<file path="src/rtl/fifo_rd_packer.sv">
// Read-side FIFO consumer: pops words while the FIFO is non-empty, packs
// PACK_RATIO of them into one wide beat and presents it on a valid/ready port.
module fifo_rd_packer #(
   parameter int FIFO_WIDTH = 32,
   parameter int PACK_RATIO = 2
) (
   input  logic                             clk,
   input  logic                             rst,
   input  logic                             empty,
   output logic                             read_en,
   input  logic [FIFO_WIDTH-1:0]            data_out,
   input  logic                             flush,
   output logic                             m_valid,
   input  logic                             m_ready,
   output logic [FIFO_WIDTH*PACK_RATIO-1:0] m_data,
   output logic [PACK_RATIO-1:0]            m_keep,
   output logic                             busy
);

   localparam int CW = $clog2(PACK_RATIO + 1);
   localparam int BW = FIFO_WIDTH * PACK_RATIO;
   localparam logic [CW-1:0] FULL_C  = CW'(PACK_RATIO);
   localparam logic [CW:0]   LIMIT_C = (CW + 1)'(PACK_RATIO);

   typedef enum logic [0:0] {
      ST_FILL  = 1'b0,
      ST_FLUSH = 1'b1
   } state_t;

   state_t            state_q, state_d;
   logic [CW-1:0]     fill_q, fill_d;
   logic              rd_pend_q;
   logic [BW-1:0]     acc_q, acc_d;
   logic              m_valid_q, m_valid_d;
   logic [BW-1:0]     m_data_q, m_data_d;
   logic [PACK_RATIO-1:0] m_keep_q, m_keep_d;

   logic              out_free_s;
   logic              full_s;
   logic              emit_s;
   logic              read_en_s;
   logic [CW:0]       inflight_s;

   // Words already landed plus the one in flight bound further reads, so the
   // accumulator can never be overrun while the output register is stalled.
   assign inflight_s = {1'b0, fill_q} + {{CW{1'b0}}, rd_pend_q};
   assign read_en_s  = !rst && (state_q == ST_FILL) && !empty && (inflight_s < LIMIT_C);
   assign out_free_s = !m_valid_q || m_ready;
   assign full_s     = (fill_q == FULL_C);
   assign emit_s     = out_free_s &&
                       (full_s || ((state_q == ST_FLUSH) && !rd_pend_q && (fill_q != {CW{1'b0}})));

   assign read_en = read_en_s;
   assign m_valid = m_valid_q;
   assign m_data  = m_data_q;
   assign m_keep  = m_keep_q;
   assign busy    = (fill_q != {CW{1'b0}}) || rd_pend_q || (state_q == ST_FLUSH) || m_valid_q;

   // Next-state: lane capture, beat transfer (full or flushed) and flush FSM.
   always_comb begin
      state_d   = state_q;
      fill_d    = fill_q;
      acc_d     = acc_q;
      m_valid_d = m_valid_q;
      m_data_d  = m_data_q;
      m_keep_d  = m_keep_q;

      if (rd_pend_q) begin
         for (int i = 0; i < PACK_RATIO; i++) begin
            if (fill_q == CW'(i)) begin
               acc_d[i*FIFO_WIDTH +: FIFO_WIDTH] = data_out;
            end else begin
               acc_d[i*FIFO_WIDTH +: FIFO_WIDTH] = acc_q[i*FIFO_WIDTH +: FIFO_WIDTH];
            end
         end
         fill_d = fill_q + CW'(1);
      end else begin
         fill_d = fill_q;
      end

      // A full beat and a flushed partial beat share one path: lanes at or
      // above fill are zeroed and their keep bits cleared.
      if (emit_s) begin
         m_valid_d = 1'b1;
         for (int i = 0; i < PACK_RATIO; i++) begin
            if (CW'(i) < fill_q) begin
               m_data_d[i*FIFO_WIDTH +: FIFO_WIDTH] = acc_q[i*FIFO_WIDTH +: FIFO_WIDTH];
               m_keep_d[i] = 1'b1;
            end else begin
               m_data_d[i*FIFO_WIDTH +: FIFO_WIDTH] = {FIFO_WIDTH{1'b0}};
               m_keep_d[i] = 1'b0;
            end
         end
         fill_d = {CW{1'b0}};
      end else if (m_valid_q && m_ready) begin
         m_valid_d = 1'b0;
      end else begin
         m_valid_d = m_valid_q;
      end

      case (state_q)
         ST_FILL: begin
            if (flush) begin
               state_d = ST_FLUSH;
            end else begin
               state_d = ST_FILL;
            end
         end
         ST_FLUSH: begin
            if (!rd_pend_q && out_free_s) begin
               state_d = ST_FILL;
            end else begin
               state_d = ST_FLUSH;
            end
         end
         default: state_d = ST_FILL;
      endcase
   end

   // State and output registers with synchronous reset.
   always_ff @(posedge clk) begin
      if (rst) begin
         state_q   <= ST_FILL;
         fill_q    <= {CW{1'b0}};
         rd_pend_q <= 1'b0;
         acc_q     <= {BW{1'b0}};
         m_valid_q <= 1'b0;
         m_data_q  <= {BW{1'b0}};
         m_keep_q  <= {PACK_RATIO{1'b0}};
      end else begin
         state_q   <= state_d;
         fill_q    <= fill_d;
         rd_pend_q <= read_en_s;
         acc_q     <= acc_d;
         m_valid_q <= m_valid_d;
         m_data_q  <= m_data_d;
         m_keep_q  <= m_keep_d;
      end
   end

endmodule

</file>
<file path="config.mk">
export PLATFORM = sky130hd
export DESIGN_NAME = fifo_rd_packer
export DESIGN_NICKNAME = d
export VERILOG_FILES = /design/src/rtl/fifo_rd_packer.sv
export SDC_FILE = /design/constraint.sdc
export NUM_CORES = 1
export LEC_CHECK = 0
export CAP_MARGIN = 20
export CORE_MARGIN = 2
export CORE_UTILIZATION = 52
export DETAILED_ROUTE_END_ITERATION = 12
export PLACE_DENSITY = 0.8
export RECOVER_POWER = 25
export REMOVE_ABC_BUFFERS = 1
export SLEW_MARGIN = 5
export SYNTH_ARGS = -nofsm -noshare
export SYNTH_HDL_FRONTEND = slang
export SYNTH_SLANG_ARGS = --single-unit
</file>
<file path="constraint.sdc">
create_clock -name clk -period 2.5 [get_ports clk]
set_input_delay 0.5 -clock clk [delete_from_list [all_inputs] [get_ports clk]]
set_output_delay 0.5 -clock clk [all_outputs]
set_load 0.05 [all_outputs]
</file>
# Yosys cells after proc, flatten, opt, wreduce, memory -nomap -nowiden
# Index checks and enable logic that the tools add are counted.
dict set report classes {
  eq_ne 2
  bitwise 1
  magnitude_cmp 3
  n_reduce_logical 23
  addsub 2
  muxes 9
}
# operator n
set op_table {}
lappend op_table {{$mux 32} 2}
lappend op_table {{$logic_and 1x1->1} 8}
lappend op_table {{$mux 1} 6}
lappend op_table {{$logic_or 1x1->1} 5}
lappend op_table {{$logic_not 1->1} 4}
lappend op_table {{$lt 1x2->1 const A} 2}
lappend op_table {{$reduce_and 2->1} 2}
lappend op_table {{$reduce_bool 2->1} 2}
lappend op_table {{$add 2x1->3} 1}
lappend op_table {{$lt 3x2->1 const B} 1}
lappend op_table {{$add 2x1->2 const B} 1}
lappend op_table {{$eq 2x1->1 const B} 1}
lappend op_table {{$eq 2x2->1 const B} 1}
lappend op_table {{$logic_not 2->1} 1}
lappend op_table {{$pmux 1 s2} 1}
lappend op_table {{$reduce_or 2->1} 1}
lappend op_table {{$not 1->1} 1}
dict set report word_totals {
  inputBits 37
  out_inout_bits 69
  reg_bits 135
  elab_cells 48
}

# Logic depth before layout (Yosys ltp)
# Gate-level depths: netlist (run 1).
dict set report depth {
  ltp_word 6
  depth_mapped 8
  depth_no_buf 5
}

# Least setup slack after synthesis (run 1)
# No wires, ideal clock.
dict set report synth_timing {
  path_type {in2out}
  from {input port rst}
  to {output port read_en}
  stages 3
  slack_ps 65
  required_ps 2000
  n_path_buf 1
  arrival_time_ps 1935
  path_cell_list {clkbuf_1 -> or4_1 -> a21oi_1}
}
dict set report synth_via {
  elab_chain_cells 4
}
# element line
set synth_rtl {}
lappend synth_rtl {{from (decl)} 8} ;# input logic rst,
lappend synth_rtl {{$logic_not 1->1} 47} ;# assign read_en_s = !rst && (state_q == ST_FILL) && !empty && (inflight_s < LIMIT_C);
lappend synth_rtl {{$logic_and 1x1->1 (3 in a row)} 47}
lappend synth_rtl {{to (decl)} 10} ;# output logic read_en,
# No other way between the ends.

# Worst setup path after layout (run 1)
dict set report layout_timing {
  from {register fill_q[1]}
  to {output port read_en}
}
dict set report layout_via {
  elab_chain_cells 3
}
# element line
set layout_rtl {}
lappend layout_rtl {{from (decl)} 31} ;# logic [CW-1:0] fill_q, fill_d;
lappend layout_rtl {{from (signal assigned)} 124} ;# fill_q <= {CW{1'b0}};
lappend layout_rtl {{from (signal assigned)} 132} ;# fill_q <= fill_d;
lappend layout_rtl {{$add 2x1->3} 46} ;# assign inflight_s = {1'b0, fill_q} + {{CW{1'b0}}, rd_pend_q};
lappend layout_rtl {{$lt 3x2->1} 47}
lappend layout_rtl {{$logic_and 1x1->1} 47}
# No other way between the ends.

==> results of run 1 <==
[worst max-delay path by stage]
stage               startpoint         to  slack [ps]  cells after the start
global placement         empty    read_en         270                      4
CTS                  fill_q[0]       busy          10                      4
global route         fill_q[1]    read_en         -20                      4
floorplan            fill_q[1]  m_keep[0]       -3020                      3
finish               fill_q[1]    read_en          40                      4
detailed placement       empty    read_en         270                      4
[flip-flops by register name, indices dropped and copies added, names as in the netlist]
| signal | cells |
|---|---|
| acc_q | 64 |
| m_data | 64 |
| fill_q | 2 |
| m_keep | 2 |
| m_valid | 1 |
| rd_pend_q | 1 |
| state_q | 1 |
[report_power, final]
part	switching, mW	total (mW)	internal (mW)
sequential	0.0278	2.22	2.20
clock	0.943	2.67	1.73
combinational	0.260	0.477	0.216
[area by class of cell]
type	instances	area [µm²]	share of cell area [%]
clock inverter	14	221	3.04
clock buffer	18	418	5.74
multi-input combinational	412	2580	35.4
timing repair buffer	117	1180	16.3
tap	136	170	2.34
inverter	2	7.51	0.103
sequential	135	2700	37.1
[stage by stage]
step	TNS [ps]	hold WS (ps)	instances	setup WS, ps	total power [mW]
after floorplan	-193930	426	549	-3020	2.56
after global placement	0	438	802	273	2.73
after detailed placement	0	442	802	268	2.74
after CTS	0	332	834	13.0	5.41
after global routing	-21.6	328	834	-21.6	5.55
final	0	351	834	40.4	5.37
[worst max-delay path, cell delays in order, from the launching register on]
cell	delay (ps)
dfxtp_1	320
buf_4	210
or4_4	590
a21oi_4	170
buf_12	150
[timing repair]
| item | in CTS | in global routing |
|---|---|---|
| hold endpoints to repair | 0 | 0 |
| resized for setup | 3 | 6 |
| endpoints found under the setup margin | 2 | 2 |
[kinds of logic (layout without fill, tap and decap cells)]
group | Yosys count | count (layout) | share of synthesized area (%)
adders and majority gates | 2 | 2 | 0.455
and+or+nand+nor | 272 | 272 | 27.2
muxes | 68 | 68 | 12.4
buffers and inverters | 54 | 151 | 4.14
DFF | 135 | 135 | 49.1
xor gates and xnor gates | 1 | 1 | 0.159
AOI/OAI and AO/OA | 69 | 69 | 6.53
[placed cells by master (no fill, tap or decap), types with 2 or more instances in the layout]
cell type,n
buf_4,7
bufinv_16,5
buf_12,4
clkbuf_16,16
nand2b_1,67
a21oi_1,65
nor3_1,2
dfxtp_1,135
nor2b_1,2
ha_1,2
inv_1,2
nand3b_1,32
clkbuf_2,3
clkinv_4,2
inv_6,3
clkdlybuf4s50_1,102
nand2_1,130
or3b_2,32
mux2i_1,67
nor2_1,3
clkinvlp_4,3
[per-layer routing]
metal / vias up / routed length, µm
met4: 0 / 133
met1: 2078 / 5510
met5: - / 0
met2: 102 / 6530
li1: 2155 / -
met3: 9 / 479
==> metrics.txt, run 1 <==
# TYPE chip_impl_metric gauge
chip_impl_metric{name="synth_seq_cells",unit=""} 135
chip_impl_info{name="worstHoldStart",value="rst"} 1
chip_impl_metric{name="detailedRoute.firstPassIterationCount",unit=""} 4
chip_impl_metric{name="final_min_period_over_clock_period",unit="%"} 98.4
chip_impl_metric{name="drv.max_cap_violation_count",unit=""} 0
chip_impl_info{name="synth.most_common_cell",value="dfxtp_1"} 1
chip_impl_info{name="hold_path_end",value="rd_pend_q"} 1
chip_impl_info{name="root_buffer",value="clkbuf_8"} 1
chip_impl_metric{name="post-route-util",unit="%"} 70.9
chip_impl_metric{name="area_growth",unit="%"} 32.4
chip_impl_metric{name="clk_path_buf_depth",unit=""} 2
chip_impl_metric{name="drcViolationCount",unit=""} 0
chip_impl_metric{name="timing.critical_path.required",unit="ps"} 2000
chip_impl_metric{name="gp_congestion",unit=""} 0.756
chip_impl_metric{name="r2r_slack",unit="ps"} 160
chip_impl_metric{name="worst-slew-pin-transition",unit="ps"} 702
chip_impl_metric{name="detailedPlacementHpwl",unit="µm"} 7680
chip_impl_info{name="timing.rr.start",value="fill_q[0]"} 1
chip_impl_metric{name="final_antenna_net_count",unit=""} 0
chip_impl_metric{name="n_fill_cell",unit=""} 775
chip_impl_metric{name="die-width",unit="µm"} 107
chip_impl_metric{name="skew",unit="ps"} 15.1
chip_impl_info{name="synthDominantAreaCellType",value="dfxtp_1"} 1
chip_impl_metric{name="place_area",unit="µm²"} 6650
chip_impl_metric{name="route.detailed.wl_per_inst",unit="µm"} 15.2
chip_impl_metric{name="maximum_number_of_pins_on_one_net_before_global_route_repair",unit=""} 201
chip_impl_metric{name="postCtsSetupBuffers",unit=""} 0
chip_impl_metric{name="fin_area",unit="µm²"} 7280
chip_impl_metric{name="fp.dieArea",unit="µm²"} 11400
chip_impl_metric{name="achievable_frequency",unit="MHz"} 407
chip_impl_metric{name="grt_use_total",unit="%"} 22.1
chip_impl_metric{name="cts_max_level",unit=""} 4
chip_impl_info{name="criticalPathCategory",value="reg -> out"} 1
chip_impl_metric{name="grt_pass1_wl",unit="µm"} 20100
chip_impl_metric{name="worst_ir_drop_vdd",unit="mV"} 0.428
chip_impl_metric{name="vertical_die_dimension",unit="µm"} 107
chip_impl_metric{name="initial_utilization",unit="%"} 53.5
chip_impl_metric{name="synth_enable_flop_cells",unit=""} 0
chip_impl_metric{name="worstSkewPairLatency",unit="ps"} 510
chip_impl_metric{name="post_synthesis_async_set_or_reset_flop_share",unit="%"} 0
chip_impl_info{name="yosys-top-cells-area",value="dfxtp_1 (49%), mux2i_1 (12%), nand2_1 (8.9%)"} 1
chip_impl_metric{name="yosysSeqAreaShare",unit="%"} 49.1
chip_impl_metric{name="finish.net_count",unit=""} 724
chip_impl_metric{name="clock-sinks",unit=""} 135
chip_impl_metric{name="antenna_cells",unit=""} 0
chip_impl_metric{name="cts.clk_slew.worst_paths",unit="ps"} 60
chip_impl_metric{name="timing.final.max_slew_violations",unit=""} 0
chip_impl_metric{name="period_minus_slack",unit="ps"} 2460
chip_impl_metric{name="post_synth_inst_count",unit=""} 601
chip_impl_info{name="run_status",value="completed"} 1
chip_impl_metric{name="drtIter0Drc",unit=""} 192
chip_impl_metric{name="finalHoldViolCount",unit=""} 0
chip_impl_metric{name="grt_antenna_before_repair",unit=""} 0
chip_impl_metric{name="worst_ep_arrival_time",unit="ps"} 1960
chip_impl_info{name="busiest_grt_layer",value="met2"} 1
chip_impl_metric{name="reg2reg_depth",unit=""} 7
chip_impl_metric{name="rows",unit=""} 37
chip_impl_metric{name="grt_overflow",unit=""} 0
chip_impl_metric{name="ys_types",unit=""} 25
chip_impl_metric{name="avgSynthCellArea",unit="µm²"} 9.15
chip_impl_metric{name="placeableCoreArea",unit="µm²"} 10300
chip_impl_info{name="synth_common_cells",value="dfxtp_1 (135), nand2_1 (130), mux2i_1 (67), a21oi_1 (66), nand2b_1 (66)"} 1
chip_impl_metric{name="gr-usage-met2",unit="%"} 39.0
chip_impl_metric{name="gr-usage-met3",unit="%"} 6.14
chip_impl_metric{name="first_global_vias",unit=""} 4232
chip_impl_info{name="critical_path.endpoint_type",value="primary output"} 1
chip_impl_info{name="min_path_type",value="in -> reg"} 1
chip_impl_metric{name="timing.max_slew.rel_slack",unit="%"} 52.9
chip_impl_metric{name="cts_hold_buf",unit=""} 0
chip_impl_metric{name="io_pins",unit=""} 106
chip_impl_metric{name="static-leakage-power",unit="nW"} 2.40
chip_impl_metric{name="timing.critical_path.fanout_max",unit=""} 21
chip_impl_metric{name="power.density_cell_area",unit="nW/µm²"} 738
chip_impl_metric{name="mappedNetlistArea",unit="µm²"} 5500
chip_impl_metric{name="cts_inserted_buffers",unit=""} 17
chip_impl_metric{name="postRouteWirelength",unit="µm"} 12600
chip_impl_metric{name="setup_viol",unit=""} 0
chip_impl_metric{name="routed-via-count",unit=""} 4344
chip_impl_metric{name="layout-drive-gt1-share",unit="%"} 11.9
chip_impl_info{name="synth_ff_type",value="dfxtp_1"} 1
chip_impl_info{name="rr_endpoint",value="acc_q[3]"} 1
chip_impl_info{name="crit_path_start_kind",value="flop"} 1
chip_impl_metric{name="yosysWarnings",unit=""} 0
chip_impl_metric{name="vias_per_cell",unit=""} 5.21
chip_impl_metric{name="met1_demand_to_capacity_share_in_global_routing",unit="%"} 26.6
chip_impl_metric{name="synthDominantCellAreaShare",unit="%"} 49.1
chip_impl_metric{name="worst_hold_path.num_cells",unit=""} 3
chip_impl_metric{name="port_buffers",unit=""} 105
chip_impl_info{name="tritoncts",value="done"} 1
No activity file was read; power rests on OpenSTA's default activity.
==> run 2: changes to the inputs <==
- CORE_ASPECT_RATIO: unset -> 0.8
- SLEW_MARGIN: 5 -> 20
==> run 2 against run 1 <==
Combinational power is 3% lower. Non-clock buffer count is 2 higher. Total power fell by 7.1%. Core utilization down 1.2 points. Global-route usage rose by 0.98 points. Sequential share of layout area grew 0.61 points. Via count is 0.41% higher. Wire length up 1.3%. Critical path type unchanged. Die area about the same. Count of clock-buffer cells in the layout is 5 higher. Flip-flop and latch count is the same. Clock skew fell by 9.2 ps.
==> metrics.txt, run 2 (synthesis results as in run 1) <==
# TYPE chip_impl_metric gauge
chip_impl_metric{name="finalHoldViolCount",unit=""} 0
chip_impl_metric{name="gr-usage-met3",unit="%"} 6.69
chip_impl_metric{name="period_minus_slack",unit="ps"} 2430
chip_impl_metric{name="timing.critical_path.fanout_max",unit=""} 19
chip_impl_metric{name="cts.clk_slew.worst_paths",unit="ps"} 60
chip_impl_metric{name="postRouteWirelength",unit="µm"} 12800
chip_impl_info{name="run_status",value="completed"} 1
chip_impl_info{name="root_buffer",value="clkbuf_16"} 1
chip_impl_metric{name="port_buffers",unit=""} 105
chip_impl_info{name="criticalPathCategory",value="reg -> out"} 1
chip_impl_info{name="min_path_type",value="in -> reg"} 1
chip_impl_metric{name="rows",unit=""} 33
chip_impl_metric{name="fp.dieArea",unit="µm²"} 11400
chip_impl_metric{name="whs",unit="ps"} 412
chip_impl_info{name="tritoncts",value="done"} 1
chip_impl_metric{name="static-leakage-power",unit="nW"} 2.37
chip_impl_metric{name="drcViolationCount",unit=""} 0
chip_impl_info{name="critical_path.endpoint_type",value="primary output"} 1
chip_impl_metric{name="cts_max_level",unit=""} 4
chip_impl_metric{name="drv.max_cap_violation_count",unit=""} 0
chip_impl_metric{name="skew",unit="ps"} 5.88
chip_impl_metric{name="worstSkewPairLatency",unit="ps"} 400
chip_impl_info{name="crit_path_start_kind",value="flop"} 1
chip_impl_metric{name="drtIter0Drc",unit=""} 301
chip_impl_metric{name="route.detailed.wl_per_inst",unit="µm"} 15.2
chip_impl_metric{name="maximum_number_of_pins_on_one_net_before_global_route_repair",unit=""} 201
chip_impl_metric{name="timing.critical_path.required",unit="ps"} 2000
chip_impl_metric{name="die-width",unit="µm"} 119
chip_impl_metric{name="worst_ep_arrival_time",unit="ps"} 1930
chip_impl_metric{name="clk_path_buf_depth",unit=""} 2
chip_impl_metric{name="achievable_frequency",unit="MHz"} 412
chip_impl_metric{name="worst-slew-pin-transition",unit="ps"} 1110
chip_impl_metric{name="fin_area",unit="µm²"} 7170
chip_impl_metric{name="area_growth",unit="%"} 30.3
chip_impl_metric{name="setup_viol",unit=""} 0
chip_impl_metric{name="layout-drive-gt1-share",unit="%"} 11.7
chip_impl_info{name="busiest_grt_layer",value="met2"} 1
chip_impl_metric{name="met1_demand_to_capacity_share_in_global_routing",unit="%"} 28.3
chip_impl_metric{name="worst_ir_drop_vdd",unit="mV"} 0.612
chip_impl_info{name="rsz0062_at_grt",value="no"} 1
chip_impl_metric{name="post-place-ws",unit="ps"} 260
chip_impl_metric{name="gr-usage-met2",unit="%"} 39.2
chip_impl_metric{name="cts_hold_buf",unit=""} 0
chip_impl_metric{name="post-route-util",unit="%"} 69.7
chip_impl_metric{name="timing.final.max_slew_violations",unit=""} 0
chip_impl_metric{name="setup_tns_final",unit="ps"} 0
chip_impl_metric{name="cts_inserted_buffers",unit=""} 17
chip_impl_metric{name="n_fill_cell",unit=""} 783
chip_impl_metric{name="final_min_period_over_clock_period",unit="%"} 97.1
chip_impl_metric{name="finalNonFillerCells",unit=""} 840
chip_impl_metric{name="cts.repair.resized",unit=""} 0
chip_impl_metric{name="grt_pass1_wl",unit="µm"} 20800
chip_impl_metric{name="vias_per_cell",unit=""} 5.19
chip_impl_metric{name="final_antenna_net_count",unit=""} 0
chip_impl_metric{name="post-route-worst-setup-slack",unit="ps"} 72.1
chip_impl_metric{name="vertical_die_dimension",unit="µm"} 96.0
chip_impl_metric{name="grt_overflow",unit=""} 0
chip_impl_metric{name="placeableCoreArea",unit="µm²"} 10300
chip_impl_metric{name="initial_utilization",unit="%"} 53.5
chip_impl_metric{name="first_global_vias",unit=""} 4296
chip_impl_metric{name="grt_antenna_before_repair",unit=""} 0
chip_impl_metric{name="finish.net_count",unit=""} 726
chip_impl_metric{name="grt_use_total",unit="%"} 23.1
chip_impl_info{name="layout_commonest_cell",value="dfxtp_1"} 1
chip_impl_metric{name="routed-via-count",unit=""} 4362
chip_impl_metric{name="place_area",unit="µm²"} 6660
chip_impl_metric{name="number_of_placed_instances_taps_included",unit=""} 808
chip_impl_info{name="most-common-layout-cells",value="dfxtp_1 (135), nand2_1 (130), clkdlybuf4s50_1 (101), mux2i_1 (67)"} 1
chip_impl_metric{name="clock-sinks",unit=""} 135
chip_impl_metric{name="detailedPlacementHpwl",unit="µm"} 7960
chip_impl_metric{name="timing.max_slew.rel_slack",unit="%"} 26.2
chip_impl_metric{name="report.power.total",unit="mW"} 4.99
chip_impl_metric{name="antenna_cells",unit=""} 0
chip_impl_metric{name="power.density_cell_area",unit="nW/µm²"} 697
chip_impl_metric{name="gp_congestion",unit=""} 0.800
chip_impl_metric{name="io_pins",unit=""} 106
chip_impl_metric{name="r2r_slack",unit="ps"} 240
chip_impl_metric{name="detailedRoute.firstPassIterationCount",unit=""} 4
chip_impl_metric{name="postCtsSetupBuffers",unit=""} 0
run 2: worst paths after layout:
| kind | start | to | cells after the start |
|---|---|---|---|
| max | fill_q[1] | read_en | 4 |
| min | rst | rd_pend_q | 3 |
| max reg2reg | fill_q[1] | m_data[10] | 5 |
| min reg2reg | acc_q[8] | acc_q[8] | 2 |
run 2: report_power, final:
group          internal [mW]  total, mW  switching (mW)
Combinational          0.207      0.464           0.257
Sequential              2.20       2.22          0.0264
Clock                   1.44       2.30           0.869
run 2: final cells by class:
cell class              count  area (µm²)  area share (%)
well taps                 140         175            2.44
multi-input cells         412        2560            35.8
clock buffers              23         478            6.67
clock inverters             9        75.1            1.05
repair buffers            119        1160            16.2
flip-flops and latches    135        2700            37.7
inverters                   2        7.51           0.105
run 2: worst max-delay path, cell delays in order (launching register included):
cell and delay [ps]:
dfxtp_1 320, buf_4 210, or4_1 560, a21oi_1 260
buf_12 180
run 2: metal layers:
metal	part of all wire, %	routed length [µm]
met5	0	0
met4	0.94	121
met3	5.4	686
met2	48	6170
met1	46	5830
